<file path="src/rtl/pool_relu_stream.sv">
// Streaming 2x2/stride-2 signed max-pool with optional ReLU over an HWC byte stream.
// Emits pooled bytes in HWC order together with their linear address in the pooled map.
module pool_relu_stream #(
  parameter int DIM_IN = 32,
  parameter int CH     = 32,
  parameter int RELU   = 1,
  parameter int ADDR_W = 16
)(
  input  logic              clk,
  input  logic              nreset,
  input  logic              in_valid,
  output logic              in_ready,
  input  logic [7:0]        in_data,
  output logic              out_valid,
  input  logic              out_ready,
  output logic [7:0]        out_data,
  output logic [ADDR_W-1:0] out_addr,
  output logic              frame_done
);

  localparam int HALF   = DIM_IN / 2;
  localparam int CH_W   = (CH > 1) ? $clog2(CH) : 1;
  localparam int POS_W  = $clog2(DIM_IN);
  localparam int LINE_N = HALF * CH;
  localparam int LINE_W = (LINE_N > 1) ? $clog2(LINE_N) : 1;
  localparam logic [ADDR_W-1:0] LAST_ADDR = ADDR_W'(HALF * HALF * CH - 1);

  logic              nreset_q;
  logic [CH_W-1:0]   ch;
  logic [POS_W-1:0]  col, row;
  logic signed [7:0] pair [CH];
  logic signed [7:0] line [LINE_N];

  logic              accept, produce;
  logic              ch_last, col_last, row_last;
  logic [LINE_W-1:0] line_idx;
  logic signed [7:0] x, pair_max, win_max, pooled;
  logic [ADDR_W-1:0] addr_nxt;

  assign in_ready = nreset_q && (!out_valid || out_ready);
  assign accept   = in_valid && in_ready;
  // The bottom-right beat of each window completes it.
  assign produce  = accept && col[0] && row[0];

  assign ch_last  = (ch  == CH_W'(CH - 1));
  assign col_last = (col == POS_W'(DIM_IN - 1));
  assign row_last = (row == POS_W'(DIM_IN - 1));

  assign x        = in_data;
  assign line_idx = LINE_W'(int'(col >> 1) * CH + int'(ch));
  assign pair_max = (pair[ch] > x) ? pair[ch] : x;
  assign win_max  = (line[line_idx] > pair_max) ? line[line_idx] : pair_max;
  assign pooled   = (RELU != 0 && win_max < 0) ? 8'sd0 : win_max;
  assign addr_nxt = ADDR_W'((int'(row >> 1) * HALF + int'(col >> 1)) * CH + int'(ch));

  assign frame_done = out_valid && out_ready && (out_addr == LAST_ADDR);

  always_ff @(posedge clk) begin
    nreset_q <= nreset;
  end

  always_ff @(posedge clk) begin
    if (!nreset) begin
      ch  <= '0;
      col <= '0;
      row <= '0;
    end else if (accept) begin
      if (ch_last) begin
        ch <= '0;
        if (col_last) begin
          col <= '0;
          row <= row_last ? '0 : row + 1'b1;
        end else begin
          col <= col + 1'b1;
        end
      end else begin
        ch <= ch + 1'b1;
      end
    end
  end

  // Window state is left uncleared; every window rewrites it before it is read.
  always_ff @(posedge clk) begin
    if (accept) begin
      if (!col[0])      pair[ch]       <= x;
      else if (!row[0]) line[line_idx] <= pair_max;
    end
  end

  always_ff @(posedge clk) begin
    if (!nreset) begin
      out_valid <= 1'b0;
      out_data  <= '0;
      out_addr  <= '0;
    end else if (produce) begin
      out_valid <= 1'b1;
      out_data  <= pooled;
      out_addr  <= addr_nxt;
    end else if (out_valid && out_ready) begin
      out_valid <= 1'b0;
    end
  end

endmodule

</file>
<file path="config.mk">
export PLATFORM = sky130hd
export DESIGN_NAME = pool_relu_stream
export DESIGN_NICKNAME = d
export VERILOG_FILES = /design/src/rtl/pool_relu_stream.sv
export SDC_FILE = /design/constraint.sdc
export NUM_CORES = 2
export LEC_CHECK = 0
export ABC_AREA = 1
export CORE_ASPECT_RATIO = 1.2
export CORE_MARGIN = 5
export CORE_UTILIZATION = 30
export CTS_CLUSTER_DIAMETER = 100
export DETAILED_ROUTE_END_ITERATION = 6
export MAX_ROUTING_LAYER = met4
export SYNTH_ARGS = -nofsm -noshare
export SYNTH_HDL_FRONTEND = slang
export SYNTH_MEMORY_MAX_BITS = 65536
export SYNTH_SLANG_ARGS = --single-unit
</file>
<file path="constraint.sdc">
create_clock -name clk -period 63.8 [get_ports clk]
set_input_delay 12.76 -clock clk [delete_from_list [all_inputs] [get_ports clk]]
set_output_delay 12.76 -clock clk [all_outputs]
set_load 0.005 [all_outputs]
</file>
==> metrics <==
top cell type's share of synthesized area=0.742; Final Power=between 6 and 7 mW; post-layout min period=27.01 ns; total CTS buffers=420; synth-to-layout area growth=12.4%; period utilization=0.423; outcome=complete, no violations; TritonCTS clock tree=done; Iter 0 DRT Violations=15.5k; Post-DP HPWL=311,000 um; number of global-route vias before repair=110k; worst r2r path cells=24; Via Count=115k; Setup crit start kind=input pin; fin nets=14.0k; commonest non-fill, non-tap cell in the layout=edfxtp_1; crit path to=frame_done; GPL Wtd Cong=0.879; H-Tree Depth=5; Initial Utilization=0.301; Buffers on Ports=34; crit path kind=in -> out; gr usage total=0.176; cts repair resizes=0; worst r2r dst=out_data[2]$_SDFFE_PN0P_; CP endpoint kind=output port; Die Width=709 um; postcts setup bufs=0; synthesis warning total=0; Worst Setup SP=out_ready; pin count of the biggest net entering global routing=271; hold depth=2; area post-placement=184,000 sq um; RSZ-0062 raised after global routing=false; post-synthesis cell type count=48; # IOs=39; Synth Flop Type=edfxtp_1; syn avg cell area=12.4 sq um; fin area=198,000 sq um; synthesis-stage register bit count=4,394; first-pass GRT wire length=774,000 um; Die ar.=602,000 sq um; Max Fclk=37.0 MHz; Post-synth EDFFs=around 4.4k; drt wl/cell=approximately 24 um; Max FO, Critical Path=2; Synth Cell Area=around 180,000 sq um; relative slew slack=0.178; commonest non-fill, non-tap cells in the layout=edfxtp_1, nand2_1, nor2_1; Bufs on Longest Clock Path=4; number of detailed-route iterations in the first pass=7; Worst Hold Class=reg -> reg; initial antenna violation count=22; Final Hold Fails=0; grt total ovfl=0; slack of the critical path=36.79 ns; TNS Setup=0 ns; FF-to-FF Start=ch[0]$_SDFFE_PN0P_; PwrDens=33.7 nW/um^2; # clock sinks=about 4.4k; Critical Path AT=around 14 ns; Layout fillers=57.3k; num rows=308; Cells after Synth=about 14k; Worst VDD drop=about 0.034 mV; DR DRC count=0; asr flop ratio synth=0; worst slew pin tran=1.22 ns; area leader, netlist=edfxtp_1; Max-Cap Viols=0; sequential-to-total area share from yosys stat=0.747; CP required=~51 ns; fraction of layout cells with a size suffix above 1=0.0634; Setup WS pre-CTS=36.76 ns; # setup viols final=0; antenna-violating nets left=0; ranking of synthesized cells by area=edfxtp_1, nand2_1, nor2_1, o21ai_0, nand3_1; CORE AREA=about 590,000 sq um; clock-pin slew on the worst setup and hold paths=0.06 ns; mean number of vias per cell=5.22; clk_lat worst skew=1.02 ns; hold_buf cts=0; Worst Skew=0.0575 ns; max-slew violations=0; leakage=65.3 nW; Routed WL=around 540,000 um; clock root buffer=clkbuf_16; r2r setup slk=approximately 55 ns; height of the die=between 800 and 900 um
[metrics by stage]
stage	hold WS [ns]	utilization	instances
floorplan	0.462	-	14249
global route	0.533	0.338	22096
finish	0.503	0.338	22104
CTS	0.507	0.338	22084
detailed placement	0.498	0.314	21308
global placement	0.495	0.314	21308
[sequential cells by signal (all words and copies together) (netlist names), named ones only]
register   flops
col            5
line        4096
ch             5
pair         256
nreset_q       1
out_addr      13
out_data       7
out_valid      1
row            5
[layout make-up]
class                      count  area [sq um]  share of cell area
sequential                  4394        132000               0.665
tap                         7750          9700              0.0490
clock inverter               267          2890              0.0146
inverter                     110           534             0.00270
timing repair buffer         262          2350              0.0119
multi-input combinational   8792         39800               0.201
antenna                       20          50.0            0.000253
clock buffer                 509         11000              0.0558
[worst max-delay path: stages]
cell and delay [ns]:
clkdlybuf4s50_1 0.50, nand3_1 0.08, nor4_1 0.33, clkdlybuf4s50_1 0.57
[how the worst min path moves through the flow]
stage                                to                startpoint  slack (ns)
2_1_floorplan  out_data[0]$_SDFFE_PN0P_  out_data[0]$_SDFFE_PN0P_        0.46
3_3_place_gp   out_data[3]$_SDFFE_PN0P_  out_data[3]$_SDFFE_PN0P_        0.49
3_5_place_dp   out_data[3]$_SDFFE_PN0P_  out_data[3]$_SDFFE_PN0P_        0.50
4_1_cts        out_data[6]$_SDFFE_PN0P_  out_data[6]$_SDFFE_PN0P_        0.51
5_1_grt        out_data[6]$_SDFFE_PN0P_  out_data[6]$_SDFFE_PN0P_        0.53
6_report       out_data[6]$_SDFFE_PN0P_  out_data[6]$_SDFFE_PN0P_        0.50
[Yosys cell counts (3+ instances only)]
cell type and count:
o22ai_1 472, nor3b_1 3, nand2_1 3720, a221oi_1 36, a22o_1 40, a41oi_1 32, buf_2 400, clkinv_1 6
nor2_2 3, buf_6 15, o21ai_0 1017, a32oi_1 73, a31oi_1 4, nor2_1 1731, and2_0 4, o21ai_1 9
inv_1 99, o221ai_1 52, buf_1 74, o211ai_1 14, o21a_1 5, nand4_1 58, dfxtp_1 42, a21oi_1 437
ha_1 22, nand3_1 851, a22oi_1 93, a32o_1 82, clkbuf_1 387, inv_2 4, edfxtp_1 4352, nor3_1 13
buf_4 74
[layer usage]
layer / vias to the layer above / share of wire / global-route usage / wire, um
li1: 50773 / - / - / -
met1: 57509 / 0.39 / 0.226 / 210000
met2: 6071 / 0.47 / 0.276 / 253000
met3: 1032 / 0.092 / 0.0306 / 49200
met4: 0 / 0.045 / 0.0715 / 24300
met5: - / 0 / - / 0
[logic make-up after synthesis]
logic type,after synthesis,synth area share
AOI/OAI and AO/OA,2373,0.0799
adders and majority gates,22,0.00156
buffers and inverters,1063,0.0278
DFF,4394,0.747
other,1,0.0000213
and+or+nand+nor,6393,0.144
[power by group]
part	internal, mW	total (mW)	switching, mW
clock	1.45	2.55	1.10
sequential	3.42	3.42	0.00239
combinational	0.104	0.705	0.601
Power figures use the tool's default switching activity.
